===== config.mk =====
export PLATFORM = sky130hd
export DESIGN_NAME = sprite_table
export DESIGN_NICKNAME = d
export VERILOG_FILES = /design/src/rtl/runner_pkg.sv /design/src/rtl/sprite_table_pkg.sv /design/src/rtl/sprite_bank.sv /design/src/rtl/sprite_table.sv
export SDC_FILE = /design/constraint.sdc
export NUM_CORES = 2
export LEC_CHECK = 0
export BUFFER_PORTS_ARGS = -buffer_cell sky130_fd_sc_hd__buf_2
export CAP_MARGIN = 20
export CORE_UTILIZATION = 52
export DETAILED_ROUTE_END_ITERATION = 10
export PLACE_DENSITY = 0.74
export SLEW_MARGIN = 20
export SYNTH_ARGS = -nofsm -noshare
export SYNTH_HDL_FRONTEND = slang
export SYNTH_SLANG_ARGS = --single-unit
export TNS_END_PERCENT = 30

===== constraint.sdc =====
create_clock -name clk -period 16.8 [get_ports clk]
set_clock_uncertainty 0.2 [all_clocks]
set_input_delay 5.04 -clock clk [delete_from_list [all_inputs] [get_ports clk]]
set_output_delay 5.04 -clock clk [all_outputs]
set_load 0.005 [all_outputs]

===== src/rtl/runner_pkg.sv =====
// runner_pkg: shared sprite-sheet and screen-position types for the runner game.
//   sprite_t : sprite-sheet rectangle {x, y, w, h}, 12 bits each (48 bits)
//   pos_t    : signed screen position {x, y}, 12 bits each (24 bits)
package runner_pkg;
    typedef struct packed {
        logic [11:0] x;
        logic [11:0] y;
        logic [11:0] w;
        logic [11:0] h;
    } sprite_t;
    typedef struct packed {
        logic signed [11:0] x;
        logic signed [11:0] y;
    } pos_t;
endpackage


===== src/rtl/sprite_table_pkg.sv =====
// sprite_table_pkg: render-slot entry type, slot index width helper and the empty entry.
package sprite_table_pkg;
    import runner_pkg::*;
    typedef struct packed {
        logic    valid;
        sprite_t sprite;
        pos_t    pos;
    } entry_t;
    localparam entry_t EMPTY_ENTRY = '0;
    function automatic int slot_width(input int slots);
        return (slots > 1) ? $clog2(slots) : 1;
    endfunction
endpackage


===== src/rtl/sprite_bank.sv =====
// sprite_bank: one bank of render slots with a prioritised multi-port write,
// a bulk valid clear and a registered read.
//   clk, rst              : clock, synchronous active-high reset (clears valids and read register)
//   we                    : bank write enable, gates all write ports
//   clr                   : clear every valid flag; same-cycle writes win over the clear
//   wr_en/slot/sprite/pos : producer write ports, lower index wins on a slot collision
//   rd_slot, rd_entry     : read address and registered entry (EMPTY_ENTRY when invalid)
module sprite_bank import runner_pkg::*, sprite_table_pkg::*; #(
    parameter int SLOTS = 32,
    parameter int WRITE_PORTS = 2,
    parameter int SLOT_W = slot_width(SLOTS)
) (
    input  logic              clk,
    input  logic              rst,
    input  logic              we,
    input  logic              clr,
    input  logic              wr_en     [WRITE_PORTS],
    input  logic [SLOT_W-1:0] wr_slot   [WRITE_PORTS],
    input  sprite_t           wr_sprite [WRITE_PORTS],
    input  pos_t              wr_pos    [WRITE_PORTS],
    input  logic [SLOT_W-1:0] rd_slot,
    output entry_t            rd_entry
);
    logic [SLOTS-1:0] valid;
    sprite_t sprite_mem [SLOTS];
    pos_t    pos_mem    [SLOTS];
    function automatic logic in_range(input logic [SLOT_W-1:0] s);
        return {1'b0, s} < (SLOT_W+1)'(SLOTS);
    endfunction
    // Ports are applied from highest index down so the lowest index lands last and wins.
    always_ff @(posedge clk) begin
        if (rst) begin
            valid    <= '0;
            rd_entry <= EMPTY_ENTRY;
        end else begin
            rd_entry <= (in_range(rd_slot) && valid[rd_slot])
                ? entry_t'{1'b1, sprite_mem[rd_slot], pos_mem[rd_slot]} : EMPTY_ENTRY;
            if (clr) valid <= '0;
            for (int p = WRITE_PORTS - 1; p >= 0; p--) begin
                if (we && wr_en[p] && in_range(wr_slot[p])) begin
                    valid[wr_slot[p]]      <= 1'b1;
                    sprite_mem[wr_slot[p]] <= wr_sprite[p];
                    pos_mem[wr_slot[p]]    <= wr_pos[p];
                end
            end
        end
    end
endmodule


===== src/rtl/sprite_table.sv =====
// sprite_table: double-buffered render-slot table between game logic and painter.
// A rising edge of painter_finished swaps banks, clears the new shadow bank's
// valids, pulses update and advances timer (mod FPS).
// Macro SPRITE_TABLE_DOUBLE_BUFFER_EN selects two banks; undefined gives a
// single bank whose writes are readable right away and cleared on each swap.
//   clk, rst                      : clock, synchronous active-high reset
//   wr_en/slot/sprite/pos         : producer write ports, lower index has priority
//   painter_finished              : painter frame-done level
//   rd_slot                       : painter read address
//   rd_sprite, rd_pos, rd_valid   : registered active entry (zero when invalid)
//   update                        : one-cycle game-step pulse after each swap
//   timer                         : frame counter 0..FPS-1
module sprite_table import runner_pkg::*, sprite_table_pkg::*; #(
    parameter int SLOTS = 32,
    parameter int WRITE_PORTS = 2,
    parameter int FPS = 60,
    parameter int SLOT_W = slot_width(SLOTS)
) (
    input  logic              clk,
    input  logic              rst,
    input  logic              wr_en     [WRITE_PORTS],
    input  logic [SLOT_W-1:0] wr_slot   [WRITE_PORTS],
    input  sprite_t           wr_sprite [WRITE_PORTS],
    input  pos_t              wr_pos    [WRITE_PORTS],
    input  logic              painter_finished,
    input  logic [SLOT_W-1:0] rd_slot,
    output sprite_t           rd_sprite,
    output pos_t              rd_pos,
    output logic              rd_valid,
    output logic              update,
    output logic [5:0]        timer
);
    logic   painter_finished_last;
    logic   swap;
    entry_t rd_entry;
    assign swap = painter_finished & ~painter_finished_last;
    always_ff @(posedge clk) begin
        if (rst) begin
            painter_finished_last <= 1'b0;
            update                <= 1'b0;
            timer                 <= '0;
        end else begin
            painter_finished_last <= painter_finished;
            update                <= swap;
            if (swap) timer <= (timer == 6'(FPS - 1)) ? '0 : timer + 6'd1;
        end
    end
`ifdef SPRITE_TABLE_DOUBLE_BUFFER_EN
    logic   sel;
    logic   rd_sel;
    entry_t rd_entry0;
    entry_t rd_entry1;
    // Outside a swap the shadow (~sel) is written; in a swap cycle the old
    // active bank (sel) becomes the shadow, so it takes both the clear and the writes.
    // rd_sel remembers which bank the registered read came from.
    always_ff @(posedge clk) begin
        if (rst) begin
            sel    <= 1'b0;
            rd_sel <= 1'b0;
        end else begin
            rd_sel <= sel;
            if (swap) sel <= ~sel;
        end
    end
    sprite_bank #(.SLOTS(SLOTS), .WRITE_PORTS(WRITE_PORTS), .SLOT_W(SLOT_W)) bank0 (
        .clk(clk), .rst(rst), .we(sel ^ swap), .clr(swap & ~sel),
        .wr_en(wr_en), .wr_slot(wr_slot), .wr_sprite(wr_sprite), .wr_pos(wr_pos),
        .rd_slot(rd_slot), .rd_entry(rd_entry0)
    );
    sprite_bank #(.SLOTS(SLOTS), .WRITE_PORTS(WRITE_PORTS), .SLOT_W(SLOT_W)) bank1 (
        .clk(clk), .rst(rst), .we(~(sel ^ swap)), .clr(swap & sel),
        .wr_en(wr_en), .wr_slot(wr_slot), .wr_sprite(wr_sprite), .wr_pos(wr_pos),
        .rd_slot(rd_slot), .rd_entry(rd_entry1)
    );
    assign rd_entry = rd_sel ? rd_entry1 : rd_entry0;
`else
    sprite_bank #(.SLOTS(SLOTS), .WRITE_PORTS(WRITE_PORTS), .SLOT_W(SLOT_W)) bank0 (
        .clk(clk), .rst(rst), .we(1'b1), .clr(swap),
        .wr_en(wr_en), .wr_slot(wr_slot), .wr_sprite(wr_sprite), .wr_pos(wr_pos),
        .rd_slot(rd_slot), .rd_entry(rd_entry)
    );
`endif
    assign rd_sprite = rd_entry.sprite;
    assign rd_pos    = rd_entry.pos;
    assign rd_valid  = rd_entry.valid;
endmodule


==> flow_summary.yaml <==
clock_tree:
  root_buffer: "clkbuf_16"
  cts_resized: 0
  clk_pin_slew_ns: 0.06
  cts_buffers: 277
  clock_path_buffers: 4
  htree_levels: 5
  post_cts_buffers: 0
  cts.sinks: 2417
  cts_hold_repair.buffers: 0
  clk_latency_ns: 0.94
  cts_tree: "built"
power_and_ir_drop:
  peakVddDrop_uv: 97.3
  pwr_density_cell_nw_per_um2: 102
  internal_power_w: 0.0104
  clkPwrFrac_pct: 42.3
  combPwrFrac_pct: 7.8
  swShare_pct: 22.8
  p_sw_w: 0.00306
  seq_power_share_pct: 49.9
  leakage_nw: 44.4
global_route:
  antenna_found_initial: 55
  track_usage_pct: 33.0
  grt_first_pass_wirelength_um: 551000
  overflow: 0
  first_global_vias: 74300
  grt_start_max_net_pins: 121
logic_synthesis:
  async_reset_ff_share_pct: 0
  synth.distinct_cells: 51
  synth_top_area_share_pct: 57.3
  syn_nets: 7749
  ys_top_cells_by_area: "edfxtp_1 57%, mux2_2 21%, mux4_2 6.8%"
  synth_largest_area_cell: "edfxtp_1"
  synth.avg_cell_area_um2: 15.9
  yosysMostFrequentCell: "edfxtp_1"
  synth-seq-cells: 2417
  netlist_area_um2: 121000
  synthTopCellsByCount: "2,304 x edfxtp_1, 2,242 x mux2_2, 707 x clkbuf_1"
  seq_area_frac_synth_pct: 59.2
  yosysWarnings: 0
  syn_inst: 7584
  ys.flop_type: "edfxtp_1"
  synth_edf_count: 2304
drt:
  vias: 74600
  wl_per_cell_um: 37.1
  drtAntennaViolNets: 0
  drc: 0
  viasPerCell: 7.04
  dr.pass1.iters: 6
  first_iter_violations: 11400
  routed_wl_um: 393000
setup_path:
  cp_data_arrival_time_ns: 9.41
  worst_path_max_delay_cell: "buf_4"
  path_class: "primary input to register"
  slowest_delay_ns: 0.82
  critPathRequiredTime_ns: 17.41
  cp_cell_sequence: "buf_12 > buf_12 > buf_12 > buf_4 > mux4_2 > a22oi_1 > o21ai_0 > a32o_1"
  start_kind: "primary input"
  critPathMostFrequentCell: "buf_12"
  end_kind: "register"
  crit_path_max_fanout: 120
floorplanning:
  chipWidth_um: 484
  rows: 176
  coreArea_um2: 230000
  die_area_um2: 234000
  ios: 244
  die_height_um: 484
  initial_utilization_pct: 52.4
place:
  placed_area_um2: 124000
  gp_congestion: 0.832
  dp_slack_ns: 7.12
  hpwl_um: 197000
  place.port_buffers: 243
finish:
  fin_util_pct: 57.4
  seq_area_um2: 71400
  multi_input_area_um2: 45900
  area_growth_pct: 9.52
  fill_cells: 17600
  fin_area_um2: 132000
  drive_above_1_share_pct: 45.9
  nets: 7512
timing:
  slew_headroom_pct: 17.4
  layout_worst_path_cycle_share_pct: 52.4
  hold_viol: 0
  setup_tns_ns: 0
  slew_violations: 0
  tightest_slew_ns: 1.23
  layout_min_cycle_time_ns: 8.80
  rsz0062_at_grt: "false"
  hold_ws_ns: 0.228
  fmax_ghz: 0.114
  finalSetupViolations: 0
  timing.final.ws_setup_ns: 8.00
status:
  status: "finished clean"
job:
  drv_cap: 0
min_path:
  hp-class: "register to register"
## stage by stage
| stage | cells | power (W) |
|---|---|---|
| 2_1_floorplan | 7584 | 0.00757 |
| 3_3_place_gp | 10100 | 0.00782 |
| 3_5_place_dp | 10100 | 0.00785 |
| 4_1_cts | 10600 | 0.0134 |
| 5_1_grt | 10600 | 0.0137 |
| 6_report | 10600 | 0.0134 |
## power groups by stage
stage	logic [W]	registers [W]	clock network, W
floorplan	0.000730	0.00684	0
global placement	0.000987	0.00684	0
detailed placement	0.00102	0.00684	0
CTS	0.00102	0.00671	0.00570
global route	0.00109	0.00671	0.00591
finish	0.00104	0.00671	0.00569
## logic make-up after synthesis
logic type,after synthesis,synth area share [%]
buffers and inverters,943,3.36
adder cells (fa/ha/maj),1,0.0104
AND/OR/NAND/NOR,599,2.31
XOR/XNOR,4,0.0290
multiplexers,3050,31.4
flip-flops,2417,59.2
AO/OA/AOI/OAI,570,3.71
## sequential cells by signal (all words and copies together) (netlist names)
signal                 flops
bank0.sprite_mem        1536
bank0.pos_mem            768
update                     1
timer                      6
painter_finished_last      1
bank0.valid               32
bank0.rd_entry            73
## worst paths after layout
path | from | endpoint | slack [ns] | cells after the start
setup / recovery | rd_slot[0] | bank0.rd_entry[68] | 8.00 | 8
hold / removal | painter_finished_last | update | 0.23 | 1
setup reg to reg | bank0.valid[29] | bank0.rd_entry[9] | 13.80 | 6
hold reg to reg | painter_finished_last | update | 0.23 | 1
## per-layer routing
layer  vias to the layer above  part of all wire [%]  GRT usage, %
li1                      29500                     -             -
met1                     38400                    36          43.1
met2                      5426                    46          51.4
met3                      1262                    13          7.84
met4                        28                   5.8          17.3
met5                         -                 0.042             0
## cells in the final DEF, fill, tap and decap left out, types with 26 or more instances in the layout
| master | netlist | final |
|---|---|---|
| nand2_1 | 262 | 246 |
| a21o_1 | 28 | 28 |
| a221oi_1 | 98 | 98 |
| edfxtp_1 | 2304 | 2304 |
| buf_2 | 160 | 239 |
| nor2_1 | 166 | 145 |
| mux2_2 | 2242 | 2242 |
| nor3b_1 | 31 | 31 |
| clkbuf_1 | 707 | 89 |
| mux4_2 | 362 | 362 |
| buf_4 | 48 | 169 |
| clkinv_2 | 0 | 26 |
| clkinv_1 | 1 | 40 |
| o21ai_0 | 124 | 107 |
| nand3b_1 | 60 | 60 |
| diode_2 | 0 | 29 |
| dfxtp_1 | 113 | 113 |
| a22oi_1 | 57 | 57 |
| a221o_1 | 122 | 122 |
| mux2i_1 | 446 | 446 |
| a32o_1 | 42 | 42 |
| clkbuf_16 | 0 | 284 |
## layout make-up
class                   count  share of cell area, %
flip-flops and latches   2417                   54.1
multi-input cells        4224                   34.7
clock buffers             391                   5.82
well taps                3026                   2.86
repair buffers            422                   2.04
clock inverters            83                  0.418
diodes                     29                 0.0549
inverters                   5                 0.0199
## worst max-delay path, delay by kind of cell
family          cells  cell delay [ns]
buf+inv             4             2.63
mux                 1             0.60
compound gates      3             0.62
(Power assumes the default switching activity.)
